File: config.mk
export PLATFORM = sky130hd
export DESIGN_NAME = bcd_digit_accumulator
export DESIGN_NICKNAME = d
export VERILOG_FILES = /design/src/rtl/bcd_digit_accumulator.sv
export SDC_FILE = /design/constraint.sdc
export NUM_CORES = 1
export LEC_CHECK = 0
export BUFFER_PORTS_ARGS = -buffer_cell sky130_fd_sc_hd__buf_4
export CAP_MARGIN = 20
export CORE_ASPECT_RATIO = 1.5
export CORE_UTILIZATION = 55
export CTS_CLUSTER_DIAMETER = 80
export CTS_CLUSTER_SIZE = 28
export DETAILED_ROUTE_END_ITERATION = 8
export HOLD_SLACK_MARGIN = 0.08
export PLACE_DENSITY = 0.76
export SKIP_LAST_GASP = 1
export SYNTH_ARGS = -nofsm -noshare
export SYNTH_HDL_FRONTEND = slang
export SYNTH_SLANG_ARGS = --single-unit
File: constraint.sdc
create_clock -name clk -period 5.4 [get_ports clk]
set_clock_uncertainty 0.1 [all_clocks]
set_input_delay 1.08 -clock clk [delete_from_list [all_inputs] [get_ports clk]]
set_output_delay 1.08 -clock clk [all_outputs]
set_load 0.005 [all_outputs]
File: src/rtl/bcd_digit_accumulator.sv
// Rebuilds a binary value from DIGIT_COUNT BCD digits, MSB digit first; optional out_sig_digits under BCD_ACCUM_SIGDIGITS_EN.
// Latency: out_valid rises DIGIT_COUNT+1 cycles after the accept cycle; one conversion in flight.
// Backpressure: result held in DONE until out_ready; in_ready low outside IDLE.
module bcd_digit_accumulator #(
  parameter int DIGIT_COUNT = 6,
  parameter int VALUE_W     = 20
) (
  input  logic                        clk,
  input  logic                        reset,
  input  logic                        in_valid,
  output logic                        in_ready,
  input  logic [DIGIT_COUNT-1:0][3:0] in_digits,
  output logic                        out_valid,
  input  logic                        out_ready,
  output logic [VALUE_W-1:0]          out_value,
  output logic                        out_error
`ifdef BCD_ACCUM_SIGDIGITS_EN
  ,
  output logic [$clog2(DIGIT_COUNT+1)-1:0] out_sig_digits
`endif
);

  localparam int IDX_W = (DIGIT_COUNT > 1) ? $clog2(DIGIT_COUNT) : 1;
  localparam int SUM_W = VALUE_W + 4;

  typedef enum logic [1:0] {IDLE, ACCUM, DONE} state_t;

  state_t                      state;
  logic [DIGIT_COUNT-1:0][3:0] digits_q;
  logic [VALUE_W-1:0]          acc;
  logic [IDX_W-1:0]            idx;
  logic                        bad;
  logic                        ovf;

  logic [3:0]                  cur_digit;
  logic [SUM_W-1:0]            sum;
  logic                        nxt_bad;
  logic                        nxt_ovf;
  logic [VALUE_W-1:0]          nxt_acc;

  // acc*10 as (acc<<3)+(acc<<1); four spare bits catch any overflow of one step
  always_comb begin
    cur_digit = digits_q[idx];
    sum       = ({4'b0, acc} << 3) + ({4'b0, acc} << 1) + SUM_W'(cur_digit);
    nxt_bad   = bad | (cur_digit > 4'd9);
    nxt_ovf   = ovf | (|sum[SUM_W-1:VALUE_W]);
    nxt_acc   = nxt_ovf ? '1 : sum[VALUE_W-1:0];
  end

`ifdef BCD_ACCUM_SIGDIGITS_EN
  localparam int SIG_W = $clog2(DIGIT_COUNT+1);
  logic [SIG_W-1:0] sig_cnt;

  always_comb begin
    sig_cnt = '0;
    for (int i = 0; i < DIGIT_COUNT; i++) begin
      if (digits_q[i] != 4'd0) sig_cnt = SIG_W'(i + 1);
    end
  end
`endif

  always_ff @(posedge clk) begin
    if (reset) begin
      state     <= IDLE;
      in_ready  <= 1'b1;
      out_valid <= 1'b0;
      out_value <= '0;
      out_error <= 1'b0;
      digits_q  <= '0;
      acc       <= '0;
      idx       <= '0;
      bad       <= 1'b0;
      ovf       <= 1'b0;
`ifdef BCD_ACCUM_SIGDIGITS_EN
      out_sig_digits <= '0;
`endif
    end else begin
      case (state)
        IDLE: begin
          if (in_valid && in_ready) begin
            digits_q <= in_digits;
            acc      <= '0;
            idx      <= IDX_W'(DIGIT_COUNT - 1);
            bad      <= 1'b0;
            ovf      <= 1'b0;
            in_ready <= 1'b0;
            state    <= ACCUM;
          end
        end
        ACCUM: begin
          acc <= nxt_acc;
          bad <= nxt_bad;
          ovf <= nxt_ovf;
          idx <= idx - IDX_W'(1);
          if (idx == '0) begin
            // a bad digit makes the whole value meaningless, so it outranks saturation
            out_value <= nxt_bad ? '0 : nxt_acc;
            out_error <= nxt_bad | nxt_ovf;
            out_valid <= 1'b1;
`ifdef BCD_ACCUM_SIGDIGITS_EN
            out_sig_digits <= sig_cnt;
`endif
            state     <= DONE;
          end
        end
        DONE: begin
          if (out_ready) begin
            out_valid <= 1'b0;
            in_ready  <= 1'b1;
            state     <= IDLE;
          end
        end
        default: state <= IDLE;
      endcase
    end
  end

endmodule

# After elaboration in Yosys (flattened, before gate mapping)
# Cells that the tools add are included.
[word_totals] ff_bits=74 input_bits=28 out_inout_bits=23 elab_cells=61
[classes] n_addsub=3 magnitude_cmp=2 eq_ne=5 muxes=20 n_bitwise=3 n_reduce_logical=13
[ops] operator="two-way mux 20 bit" count=3
[ops] operator="one-hot mux 20 bit (2 select lines)" count=1
[ops] operator="adder 23 x 21 -> 24 bit" count=1
[ops] operator="adder 24 x 4 -> 24 bit" count=1
[ops] operator="binary-select mux 4 bit (select 3 bit)" count=1
[ops] operator="AND reduction 3 bit" count=3
[ops] operator="one-hot mux 1 bit (2 select lines)" count=4
[ops] operator="two-way mux 2 bit" count=3
[ops] operator="inequality test 2 bit, second input constant" count=3
[ops] operator="one-hot mux 2 bit (3 select lines)" count=1
[ops] operator="one-hot mux 3 bit (2 select lines)" count=1
[ops] operator="AND reduction 2 bit" count=3
[ops] operator="nonzero test 2 bit" count=3
[ops] operator="> comparator 4 bit, second input constant" count=1
[ops] operator="less-than comparator 3 x 4 -> 1 bit, second input constant" count=1
[ops] operator="two-way mux 1 bit" count=4
[ops] operator="two-way mux 4 bit" count=1
[ops] operator="OR reduction 4 bit" count=1
[ops] operator="logical NOT 3 bit" count=1
[ops] operator="two-way mux 3 bit" count=1
[ops] operator="OR 1 bit" count=3
[ops] operator="subtractor 3 x 1 -> 3 bit, second input constant" count=1
[ops] operator="equality test 2 x 1 -> 1 bit, second input constant" count=1
[ops] operator="equality test 2 bit, second input constant" count=1
[ops] operator="2 further kinds" count=2

# Depth between registers and ports, before layout
[depth] word_depth=7 depth_mapped=18 ltp_nobuf=15

# Least setup slack after synthesis
# Ideal clock, no wire load.
[synth_timing] path_kind="register to register" from="register idx[0]" to="register out_value[0]" setup_time_ns=0.117 arrival_ns=3.879 required_time_ns=5.183 path_slack_ns=1.304 path_stages_with_launch=15 n_path_buf=2 period_less_slack_ns=4.096 path_cell_list="dfxtp_1 > buf_2 > mux4_2 > a21oi_1 > fa_1 > fa_1 > nand4b_1 > a31oi_2 > o211ai_1 > a211oi_2 > o21a_1 > o2111ai_2 > buf_6 > a211o_1 > a22o_1"
[synth_between] elab_chain_cells=7 word_cells_on_any_way=11 classes_between="1 x add/sub; 1 x order compare; 4 x mux; 2 x bitwise; 3 x reduce/logical"
[synth_rtl] item="start: declaration" line="31" source="logic [IDX_W-1:0] idx;"
[synth_rtl] item="start signal: assignment" line="83" source="idx <= IDX_W'(DIGIT_COUNT - 1);"
[synth_rtl] item="start signal: assignment" line="94" source="idx <= idx - IDX_W'(1);"
[synth_rtl] item="binary-select mux 4 bit (select 3 bit)" line="43" source="cur_digit = digits_q[idx];"
[synth_rtl] item="two-way mux 4 bit (implied by the code)" line="43"
[synth_rtl] item="adder 24 x 4 -> 24 bit" line="44" source="sum = ({4'b0, acc} << 3) + ({4'b0, acc} << 1) + SUM_W'(cur_digit);"
[synth_rtl] item="OR reduction 4 bit" line="46" source="nxt_ovf = ovf | (|sum[SUM_W-1:VALUE_W]);"
[synth_rtl] item="OR 1 bit" line="46"
[synth_rtl] item="two-way mux 20 bit" line="47" source="nxt_acc = nxt_ovf ? '1 : sum[VALUE_W-1:0];"
[synth_rtl] item="two-way mux 20 bit" line="97" source="out_value <= nxt_bad ? '0 : nxt_acc;"
[synth_rtl] item="end signal: assignment" line="97"
[synth_rtl] item="end: declaration" line="15" source="output logic [VALUE_W-1:0] out_value,"
# Several ways; a longest one is shown, not always the timed one. The select of a mux whose other input is x is not followed.
# A chain may end at the register's enable or synchronous reset.

# Worst setup path in the final report
[layout_timing] from="register idx[0]" to="register out_value[2]"
# Same word-level chain as after synthesis.

==> impl_metrics.py <==
metrics = {
    "setup_path": {
        "worstSetupEndpointType": "flip-flop",
        "worstReg2RegStart": "idx[0]",
        "worstSetupPathType": "flip-flop to flip-flop",
        "cp_max_fo": 22,
        "ff2ff_path_depth": 12,
        "startpoint_type": "flip-flop",
        "required_ps": 5550,
        "worstPathArrival_ps": 4710,
        "worstReg2RegEnd": "out_value[2]",
        "rrSetupSlack_ps": 840,
    },
    "clocking": {
        "h-tree-depth": 3,
        "post_cts_resized": 0,
        "post_cts_buffers": 0,
        "root_buffer": "clkbuf_8",
        "cts_buffers": 9,
        "cts_hold_buf": 0,
        "clock_sinks": 74,
        "clock_latency_ps": 360,
        "clk_pin_slew_ps": 80,
        "clock_path_buffers": 2,
        "cts_tree": "yes",
    },
    "detailed_routing": {
        "drc": 0,
        "num_vias": 3704,
        "wl_per_cell_um": 15.0,
        "drt_iter0_markers": 168,
        "drt_pre_antenna_iters": 4,
        "antenna_left": 0,
        "drt-total-wl_mm": 9.73,
        "vias_per_cell": 5.72,
    },
    "final_layout": {
        "fillers": 667,
        "final_cell_mix": "102 x nand2_1, 74 x dfxtp_1, 54 x buf_4, 51 x a21oi_1, 41 x ha_1",
        "syn_to_final_growth_pct": 15.9,
        "multi_input_area_um2": 2490,
        "final_common_cell": "nand2_1",
        "final_nets": 613,
        "ff_latch_area_um2": 1480,
        "insertedDiodeCount": 0,
        "drive_gt1_share_pct": 15.5,
    },
    "yosys": {
        "yosys.area.top_type_share_pct": 35.9,
        "async_flop_share_pct": 0,
        "ys_types": 56,
        "syn-num-nets": 570,
        "synth_top_flop_cell": "dfxtp_1",
        "syn-cell-area_um2": 4130,
        "yosysSeqAreaShare_pct": 35.9,
        "yosysWarningCount": 0,
        "yosys.area.top_type": "dfxtp_1",
        "synth_cells": 499,
        "ys_ff_latch": 74,
        "synth.avg_cell_area_um2": 8.27,
        "synthTopCellsByArea": "dfxtp_1 36%, ha_1 12%, nand2_1 9.3%",
        "synth-edff-count": 0,
    },
    "power_and_ir_drop": {
        "p_per_area_nw_per_um2": 265,
        "p_leak_uw": 0.00218,
        "ir_drop_v": 0.000227,
        "total_power_uw": 1270,
    },
    "floorplanning": {
        "design.core.area_um2": 7230,
        "start_util_pct": 57.1,
        "pin_count": 51,
        "dieArea_um2": 7860,
        "die-height_um": 108,
        "placementRows": 38,
        "die_width_um": 72.7,
    },
    "outcome": {
        "status": "finished clean",
    },
    "sta": {
        "setup_viol": 0,
        "timing.fmax_ghz": 0.219,
        "slew_headroom_pct": 38.8,
        "tns_ps": 0,
        "finalCritPeriodShare_pct": 84.4,
        "rsz0062_at_grt": "no",
        "tightest_slew_ps": 919,
        "finalMaxSlewViolations": 0,
        "final_hold_viol_count": 0,
        "min_period_ps": 4560,
    },
    "flow_run": {
        "drv_cap": 0,
    },
    "global_route": {
        "overflow": 0,
        "grt_pass1_wl_mm": 16.0,
        "grt_max_degree": 41,
        "first_global_vias": 3582,
        "antenna_found_initial": 0,
        "track_usage_pct": 26.9,
    },
    "hold_path": {
        "hold_class": "flip-flop to flip-flop",
        "holdPathEnd": "out_value[11]",
        "whs_path_depth": 2,
        "min_from": "out_value[11]",
    },
    "placed_design": {
        "dpl.hpwl_mm": 7.55,
        "portBuffers": 50,
        "routabilityCongestion": 0.902,
    },
}
-- cell usage after synthesis, types with 2 or more instances --
| library cell | n |
|---|---|
| nand2_1 | 102 |
| dfxtp_1 | 74 |
| a21oi_1 | 51 |
| ha_1 | 41 |
| nor2_1 | 36 |
| o21ai_0 | 25 |
| inv_1 | 18 |
| clkbuf_1 | 17 |
| o21ai_1 | 16 |
| a22o_1 | 14 |
| xnor2_1 | 8 |
| xor2_1 | 7 |
| nand2b_1 | 6 |
| nand3_1 | 6 |
| nor3_1 | 6 |
| and3_1 | 5 |
| mux2i_1 | 4 |
| mux4_2 | 4 |
| o21bai_1 | 4 |
| a211oi_1 | 3 |
| a21o_1 | 3 |
| nor2b_1 | 3 |
| or3_1 | 3 |
| a2111oi_0 | 2 |
| a21oi_2 | 2 |
| a31oi_1 | 2 |
| buf_2 | 2 |
| fa_1 | 2 |
| nor4_1 | 2 |
| o211ai_1 | 2 |
| o211ai_2 | 2 |
| o21a_1 | 2 |
| or2_1 | 2 |
-- kinds of logic (layout without fill, tap and decap cells) --
| family | count (synthesis) | count (layout) | share of synthesized area, % |
|---|---|---|---|
| multiplexers | 8 | 8 | 3.15 |
| AO/OA/AOI/OAI | 139 | 139 | 21.3 |
| AND/OR/NAND/NOR | 180 | 180 | 19.0 |
| XOR/XNOR | 15 | 15 | 3.18 |
| flip-flops | 74 | 74 | 35.9 |
| adder cells (fa/ha/maj) | 43 | 43 | 13.4 |
| buffers and inverters | 40 | 88 | 4.00 |
-- how the worst max path moves through the flow --
| stage | startpoint | cells past startpoint | endpoint | slack, ps |
|---|---|---|---|---|
| final | idx[0] | 12 | out_value[2] | 840 |
| after global routing | idx[0] | 12 | out_value[2] | 520 |
| after CTS | idx[0] | 12 | out_value[2] | 800 |
| after detailed placement | idx[0] | 12 | out_value[0] | 850 |
| after global placement | idx[0] | 12 | out_value[0] | 970 |
| after floorplan | idx[0] | 14 | out_value[0] | 1300 |
-- routing by layer --
| metal | vias to the layer above | routed length, um | global-route usage [%] |
|---|---|---|---|
| met5 | - | 0 | 0 |
| met2 | 71 | 5400 | 51.1 |
| met4 | 0 | 478 | 16.8 |
| met1 | 1754 | 3610 | 25.7 |
| li1 | 1848 | - | - |
| met3 | 31 | 244 | 5.31 |
-- cell type report --
| cell class | instances | area share [%] |
|---|---|---|
| multi-input combinational | 385 | 52.0 |
| sequential | 74 | 31.0 |
| timing repair buffer | 54 | 8.47 |
| clock buffer | 10 | 2.67 |
| tap | 100 | 2.62 |
| clock inverter | 6 | 1.91 |
| inverter | 18 | 1.41 |
-- worst max-delay path, cell delays in order, from the launching register on --
cell	delay [ps]
dfxtp_1	440
mux4_2	530
a21oi_1	240
fa_1	490
fa_1	480
nand4b_1	220
a31oi_2	210
o211ai_1	150
a211oi_2	290
o21a_1	150
o2111ai_2	500
or2_1	430
a22o_1	210
-- report_power, final --
part | internal (uW) | leakage [uW] | total [uW] | switching [uW]
logic | 82.4 | 0.00147 | 197 | 115
registers | 575 | 0.000601 | 599 | 23.6
clock network | 262 | 0.000110 | 473 | 211
total | 919 | 0.00218 | 1270 | 350
-- state kept, by name, indices dropped and copies added (netlist names) --
register / count
out_error: 1
bad: 1
state: 2
out_value: 20
out_valid: 1
acc: 20
digits_q: 24
ovf: 1
in_ready: 1
idx: 3
-- stage by stage --
stage / hold WS [ps] / utilization, % / worst slack, ps / area, um2 / cells
after CTS: 357 / 66.2 / 805 / 4780 / 647
final: 354 / 66.2 / 840 / 4780 / 647
after floorplan: 333 / - / 1300 / 4130 / 499
after global routing: 377 / 66.2 / 516 / 4780 / 647
after detailed placement: 345 / 63.2 / 851 / 4570 / 631
after global placement: 342 / 63.2 / 967 / 4570 / 631
No activity file was read; power rests on OpenSTA's default activity.
